$ cat src/rtl/commute_pkg.sv
// Shared constants and types for the commute calendar and the downstream bus selector.
package commute_pkg;

   localparam int unsigned HOUR_W        = 5;
   localparam int unsigned DOW_W         = 3;
   localparam int unsigned DOY_W         = 9;
   localparam int unsigned HOURS_PER_DAY = 24;
   localparam int unsigned WEEKDAY_LAST  = 4;

   localparam logic [DOW_W-1:0] DOW_MON = 3'd0;
   localparam logic [DOW_W-1:0] DOW_TUE = 3'd1;
   localparam logic [DOW_W-1:0] DOW_WED = 3'd2;
   localparam logic [DOW_W-1:0] DOW_THU = 3'd3;
   localparam logic [DOW_W-1:0] DOW_FRI = 3'd4;
   localparam logic [DOW_W-1:0] DOW_SAT = 3'd5;
   localparam logic [DOW_W-1:0] DOW_SUN = 3'd6;

   typedef enum logic [1:0] {
      BUS_NONE,
      BUS_GOLD,
      BUS_ORANGE,
      BUS_YELLOW
   } bus_colour_e;

endpackage

$ cat src/rtl/holiday_table.sv
// Programmable holiday register file; flags a match of any valid entry against the current day.
module holiday_table
   import commute_pkg::*;
#(
   parameter int unsigned NUM_HOL       = 8,
   parameter int unsigned DAYS_PER_YEAR = 365,
   localparam int unsigned IDX_W        = $clog2(NUM_HOL)
) (
   input  logic             clock,
   input  logic             reset_n,
   input  logic             wr_en,
   input  logic [IDX_W-1:0] wr_idx,
   input  logic [DOY_W-1:0] wr_doy,
   input  logic             wr_valid,
   input  logic [DOY_W-1:0] cur_doy,
   output logic             holiday
);

   localparam logic [DOY_W-1:0] DOY_MAX = DOY_W'(DAYS_PER_YEAR - 1);

   logic [NUM_HOL-1:0] valid_q, valid_d;
   logic [DOY_W-1:0]   ent_doy_q [NUM_HOL];
   logic [DOY_W-1:0]   ent_doy_d [NUM_HOL];

   always_comb begin
      valid_d   = valid_q;
      ent_doy_d = ent_doy_q;
      for (int i = 0; i < NUM_HOL; i++) begin
         if (wr_en && (wr_idx == IDX_W'(i))) begin
            valid_d[i]   = wr_valid;
            ent_doy_d[i] = wr_doy;
         end
      end
   end

   always_ff @(posedge clock or negedge reset_n) begin
      if (!reset_n) begin
         valid_q <= '0;
         for (int i = 0; i < NUM_HOL; i++) ent_doy_q[i] <= '0;
      end else begin
         valid_q   <= valid_d;
         ent_doy_q <= ent_doy_d;
      end
   end

   // Out-of-range days are kept in the table but can never match.
   always_comb begin
      holiday = 1'b0;
      for (int i = 0; i < NUM_HOL; i++) begin
         holiday = holiday | (valid_q[i] && (ent_doy_q[i] == cur_doy) &&
                              (ent_doy_q[i] <= DOY_MAX));
      end
   end

endmodule

$ cat src/rtl/commute_calendar.sv
// Hour/day-of-week/day-of-year timekeeper producing the daytime, weekday and holiday flags.
module commute_calendar
   import commute_pkg::*;
#(
   parameter int unsigned DAY_START     = 7,
   parameter int unsigned DAY_END       = 19,
   parameter int unsigned DAYS_PER_YEAR = 365,
   parameter int unsigned NUM_HOL       = 8
) (
   input  logic                       clock,
   input  logic                       reset_n,
   input  logic                       tick,
   input  logic                       load_en,
   input  logic [4:0]                 load_hour,
   input  logic [2:0]                 load_dow,
   input  logic [8:0]                 load_doy,
   input  logic                       hol_wr_en,
   input  logic [$clog2(NUM_HOL)-1:0] hol_wr_idx,
   input  logic [8:0]                 hol_wr_doy,
   input  logic                       hol_wr_valid,
   output logic [4:0]                 hour,
   output logic [2:0]                 dow,
   output logic [8:0]                 doy,
   output logic                       daytime,
   output logic                       weekday,
   output logic                       holiday,
   output logic                       day_rollover,
   output logic                       load_err
);

   localparam logic [HOUR_W-1:0] HOUR_LAST = HOUR_W'(HOURS_PER_DAY - 1);
   localparam logic [DOY_W-1:0]  DOY_LAST  = DOY_W'(DAYS_PER_YEAR - 1);

   logic [HOUR_W-1:0] hour_q, hour_d;
   logic [DOW_W-1:0]  dow_q, dow_d;
   logic [DOY_W-1:0]  doy_q, doy_d;
   logic              day_rollover_q, day_rollover_d;
   logic              load_err_q, load_err_d;
   logic              load_ok;

   assign load_ok = (load_hour <= HOUR_LAST) && (load_dow <= DOW_SUN) && (load_doy <= DOY_LAST);

   // A load, valid or not, swallows any tick in the same cycle.
   always_comb begin
      hour_d         = hour_q;
      dow_d          = dow_q;
      doy_d          = doy_q;
      day_rollover_d = 1'b0;
      load_err_d     = 1'b0;
      if (load_en) begin
         if (load_ok) begin
            hour_d = load_hour;
            dow_d  = load_dow;
            doy_d  = load_doy;
         end else begin
            load_err_d = 1'b1;
         end
      end else if (tick) begin
         if (hour_q == HOUR_LAST) begin
            hour_d         = '0;
            dow_d          = (dow_q == DOW_SUN) ? DOW_MON : dow_q + 1'b1;
            doy_d          = (doy_q == DOY_LAST) ? '0 : doy_q + 1'b1;
            day_rollover_d = 1'b1;
         end else begin
            hour_d = hour_q + 1'b1;
         end
      end
   end

   always_ff @(posedge clock or negedge reset_n) begin
      if (!reset_n) begin
         hour_q         <= '0;
         dow_q          <= DOW_MON;
         doy_q          <= '0;
         day_rollover_q <= 1'b0;
         load_err_q     <= 1'b0;
      end else begin
         hour_q         <= hour_d;
         dow_q          <= dow_d;
         doy_q          <= doy_d;
         day_rollover_q <= day_rollover_d;
         load_err_q     <= load_err_d;
      end
   end

   holiday_table #(
      .NUM_HOL       (NUM_HOL),
      .DAYS_PER_YEAR (DAYS_PER_YEAR)
   ) u_holiday_table (
      .clock    (clock),
      .reset_n  (reset_n),
      .wr_en    (hol_wr_en),
      .wr_idx   (hol_wr_idx),
      .wr_doy   (hol_wr_doy),
      .wr_valid (hol_wr_valid),
      .cur_doy  (doy_q),
      .holiday  (holiday)
   );

   assign hour         = hour_q;
   assign dow          = dow_q;
   assign doy          = doy_q;
   assign day_rollover = day_rollover_q;
   assign load_err     = load_err_q;
   assign daytime      = (hour_q >= HOUR_W'(DAY_START)) && (hour_q < HOUR_W'(DAY_END));
   assign weekday      = (dow_q <= DOW_W'(WEEKDAY_LAST));

endmodule
$ cat config.mk
export PLATFORM = sky130hd
export DESIGN_NAME = commute_calendar
export DESIGN_NICKNAME = d
export VERILOG_FILES = /design/src/rtl/commute_pkg.sv /design/src/rtl/holiday_table.sv /design/src/rtl/commute_calendar.sv
export SDC_FILE = /design/constraint.sdc
export NUM_CORES = 1
export LEC_CHECK = 0
export ABC_AREA = 1
export BUFFER_PORTS_ARGS = -buffer_cell sky130_fd_sc_hd__buf_2
export CAP_MARGIN = 30
export CORE_ASPECT_RATIO = 1.2
export CORE_UTILIZATION = 60
export DETAILED_ROUTE_END_ITERATION = 16
export HOLD_SLACK_MARGIN = 0.05
export PLACE_DENSITY = 0.81
export SYNTH_ARGS = -nofsm -noshare
export SYNTH_HDL_FRONTEND = slang
export SYNTH_SLANG_ARGS = --single-unit
$ cat constraint.sdc
create_clock -name clock -period 4.2 [get_ports clock]
set_input_delay 0.84 -clock clock [delete_from_list [all_inputs] [get_ports clock]]
set_output_delay 0.84 -clock clock [all_outputs]
set_load 0.1 [all_outputs]
==> out/qor.yml <==
run_status:
  status: "completed"
final_layout:
  instances_no_fill: 1039
  antenna_cells: 0
  area_delta_synth_final_pct: 10.7
  drive_above_1_share_pct: 10.3
  nets: 949
  final_area_mm2: 0.00648
global_route:
  globalRouteTotalUtil_pct: 35.0
  grt_start_max_net_pins: 78
  antenna_found_initial: 0
  first_global_vias: 5216
  grt_remaining_overflow: 0
  grt_pass1_wl_um: 26500
sta:
  slew_violations: 0
  worst_clock_skew_ns: 0.00464
  fin_crit_ns: 3.67
  tightest_slew_ns: 0.783
  slew_headroom_pct: 47.8
  setup_viol: 0
  fmax_mhz: 272
  fin_crit_sh_pct: 87.4
  finalHoldViolCount: 0
  whs_ns: 0.272
  fin_setup_tns_ns: 0
  rsz0062_at_grt: "false"
critical_path:
  endpoint_kind: "output pin"
  arrival_ns: 2.83
  slowest_stage: "dfrtp_1"
  crit_type: "flop to output pin"
  path_cells: "inv_1 -> nand2_1 -> nand2_1 -> nor2_1 -> nand3_1 -> nor2_1 -> nand2_1 -> nand2_1 -> nor2_1 -> nand2_1 -> buf_2"
  startpoint_type: "flop"
  worstPathMaxFanout: 15
  cp.required_ns: 3.36
  max_stage_delay_ns: 0.85
  cpMostUsedCell: "nand2_1"
detailed_routing:
  vias: 5795
  firstDrtPassIters: 5
  drc_errors: 0
  vias_per_cell: 5.58
  routed_wl_um: 17000
  drt-initial-drc-count: 526
  wl_per_cell_um: 16.3
  postRouteAntennaNets: 0
clock_network:
  clock_sinks: 99
  path_clk_slew_ns: 0.07
  cts-buffers-inserted: 9
  cts-resized-gates: 0
  root_buffer: "clkbuf_16"
  post_cts_buffers: 0
  htreeDepth: 3
  tritoncts: "done"
  cts_max_path_buffers: 2
  ctsHoldBuffers: 0
  worstSkewPairLatency_ns: 0.35
floorplan:
  die_area_mm2: 0.0102
  initial_utilization_pct: 61.6
  rows: 39
  io_pins: 57
  fp.coreArea_mm2: 0.00952
  dieHeight_um: 110
  die_x_um: 92.2
placement:
  io_buffers: 56
  place_area_mm2: 0.00615
  gp_congestion: 0.964
  dp_cells: 1021
  dpl.hpwl_um: 11900
logic_synthesis:
  yosysWarnings: 0
  syn_inst: 869
  avgSynthCellArea_um2: 6.74
  synth_seq_cells: 99
  yosysSeqAreaShare_pct: 42.3
  synth_cell_type_count: 37
  syn_nets: 907
  mappedNetlistArea_mm2: 0.00586
power_and_ir_drop:
  cellPowerDensity_mw_per_mm2: 537
  ir_drop_mv: 0.409
  leakagePower_nw: 3.39
  finalPower_mw: 3.48
job:
  cap_viol_max_count: 0
min_path:
  hold_path.class: "input port to asynchronous set/reset pin"
[final cells by class]
cell class / instances / area [µm²]
sequential: 99 / 2480
inverter: 94 / 353
fill: 849 / 3030
clock buffer: 12 / 246
tap: 123 / 154
multi-input combinational: 646 / 2860
clock inverter: 4 / 50.0
timing repair buffer: 61 / 344
[power breakdown]
part	switching, mW	leakage, nW	internal [mW]
Sequential	0.276	1.24	1.14
Combinational	0.880	2.01	0.342
Clock	0.367	0.139	0.478
[cells by family after synthesis]
family / share of synthesized area (%)
buf+inv: 9.01
fa+ha+maj: 0.641
simple gates: 33.4
flops: 42.3
compound gates: 12.6
xor+xnor: 2.09
[layer usage]
layer	part of all wire [%]	GRT usage [%]
met1	42	45.3
met2	46	58.3
met3	7.9	5.14
met4	3.9	17.0
met5	0	0
[worst paths after layout]
path	startpoint	to	slack, ns	cells past startpoint
max	doy[4]$_DFFE_PN0P_	holiday	0.53	11
min	reset_n	dow[0]$_DFFE_PN0P_	0.27	1
max reg2reg	doy[0]$_DFFE_PN0P_	doy[8]$_DFFE_PN0P_	2.17	10
min reg2reg	u_holiday_table.ent_doy_q[58]$_DFFE_PN0P_	u_holiday_table.ent_doy_q[58]$_DFFE_PN0P_	0.49	2
max in group asynchronous	reset_n	u_holiday_table.ent_doy_q[66]$_DFFE_PN0P_	3.04	3
min in group clock	u_holiday_table.ent_doy_q[58]$_DFFE_PN0P_	u_holiday_table.ent_doy_q[58]$_DFFE_PN0P_	0.49	2
[flip-flops by register name (all words and copies together) (netlist names)]
register                   count
u_holiday_table.ent_doy_q     72
doy                            9
u_holiday_table.valid_q        8
hour                           5
dow                            3
day_rollover                   1
load_err                       1
[metrics by stage]
stage / setup slack, ns / util [%]
after global placement: 0.953 / 64.6
final: 0.528 / 68.1
after global routing: 0.422 / 68.1
after detailed placement: 0.959 / 64.6
after CTS: 0.569 / 67.7
after floorplan: 0.252 / -
[Yosys cell counts]
cell	number	area share (%)
nand2_1	371	24
o21ai_0	112	9.6
dfrtp_1	99	42
inv_1	88	5.6
nor2_1	72	4.6
nand3_1	32	2.7
clkbuf_1	16	1.0
xnor2_1	9	1.3
inv_2	6	0.38
nand4_1	6	0.64
buf_2	5	0.43
xor2_1	5	0.75
a21oi_1	4	0.34
buf_4	4	0.51
buf_6	4	0.77
o21ai_2	4	0.60
o21bai_1	4	0.51
ha_1	3	0.64
o211ai_1	3	0.38
a21boi_0	2	0.26
nor3_1	2	0.17
o21ai_1	2	0.17
o31ai_1	2	0.26
a21o_1	1	0.13
a31oi_1	1	0.11
a41oi_1	1	0.15
buf_8	1	0.26
nand2_2	1	0.11
nand2_4	1	0.19
nand3_2	1	0.17
nand3_4	1	0.30
nand3b_1	1	0.13
nor2_2	1	0.11
nor2_4	1	0.19
nor3_2	1	0.17
o22ai_1	1	0.11
or2_2	1	0.11
[worst max-delay path, delay by kind of cell (launching register included)]
family | cells | cell delay, ns
buffers and inverters | 2 | 0.89
DFF | 1 | 0.85
and+or+nand+nor | 9 | 0.73
[placed cells by master, fill, tap and decap left out, drive strengths merged, types with 2 or more instances in the layout]
cell type,synthesis,final
o31ai,2,2
nand4,6,6
nor2,74,74
clkbuf,16,12
nor3,3,3
buf,14,61
clkinvlp,0,2
a21oi,4,4
o21ai,118,118
xnor2,9,9
ha,3,3
inv,94,94
a21boi,2,2
xor2,5,5
dfrtp,99,99
o211ai,3,3
o21bai,4,4
nand3,34,34
nand2,373,373
Note: power is estimated with default switching activity, not from simulation.
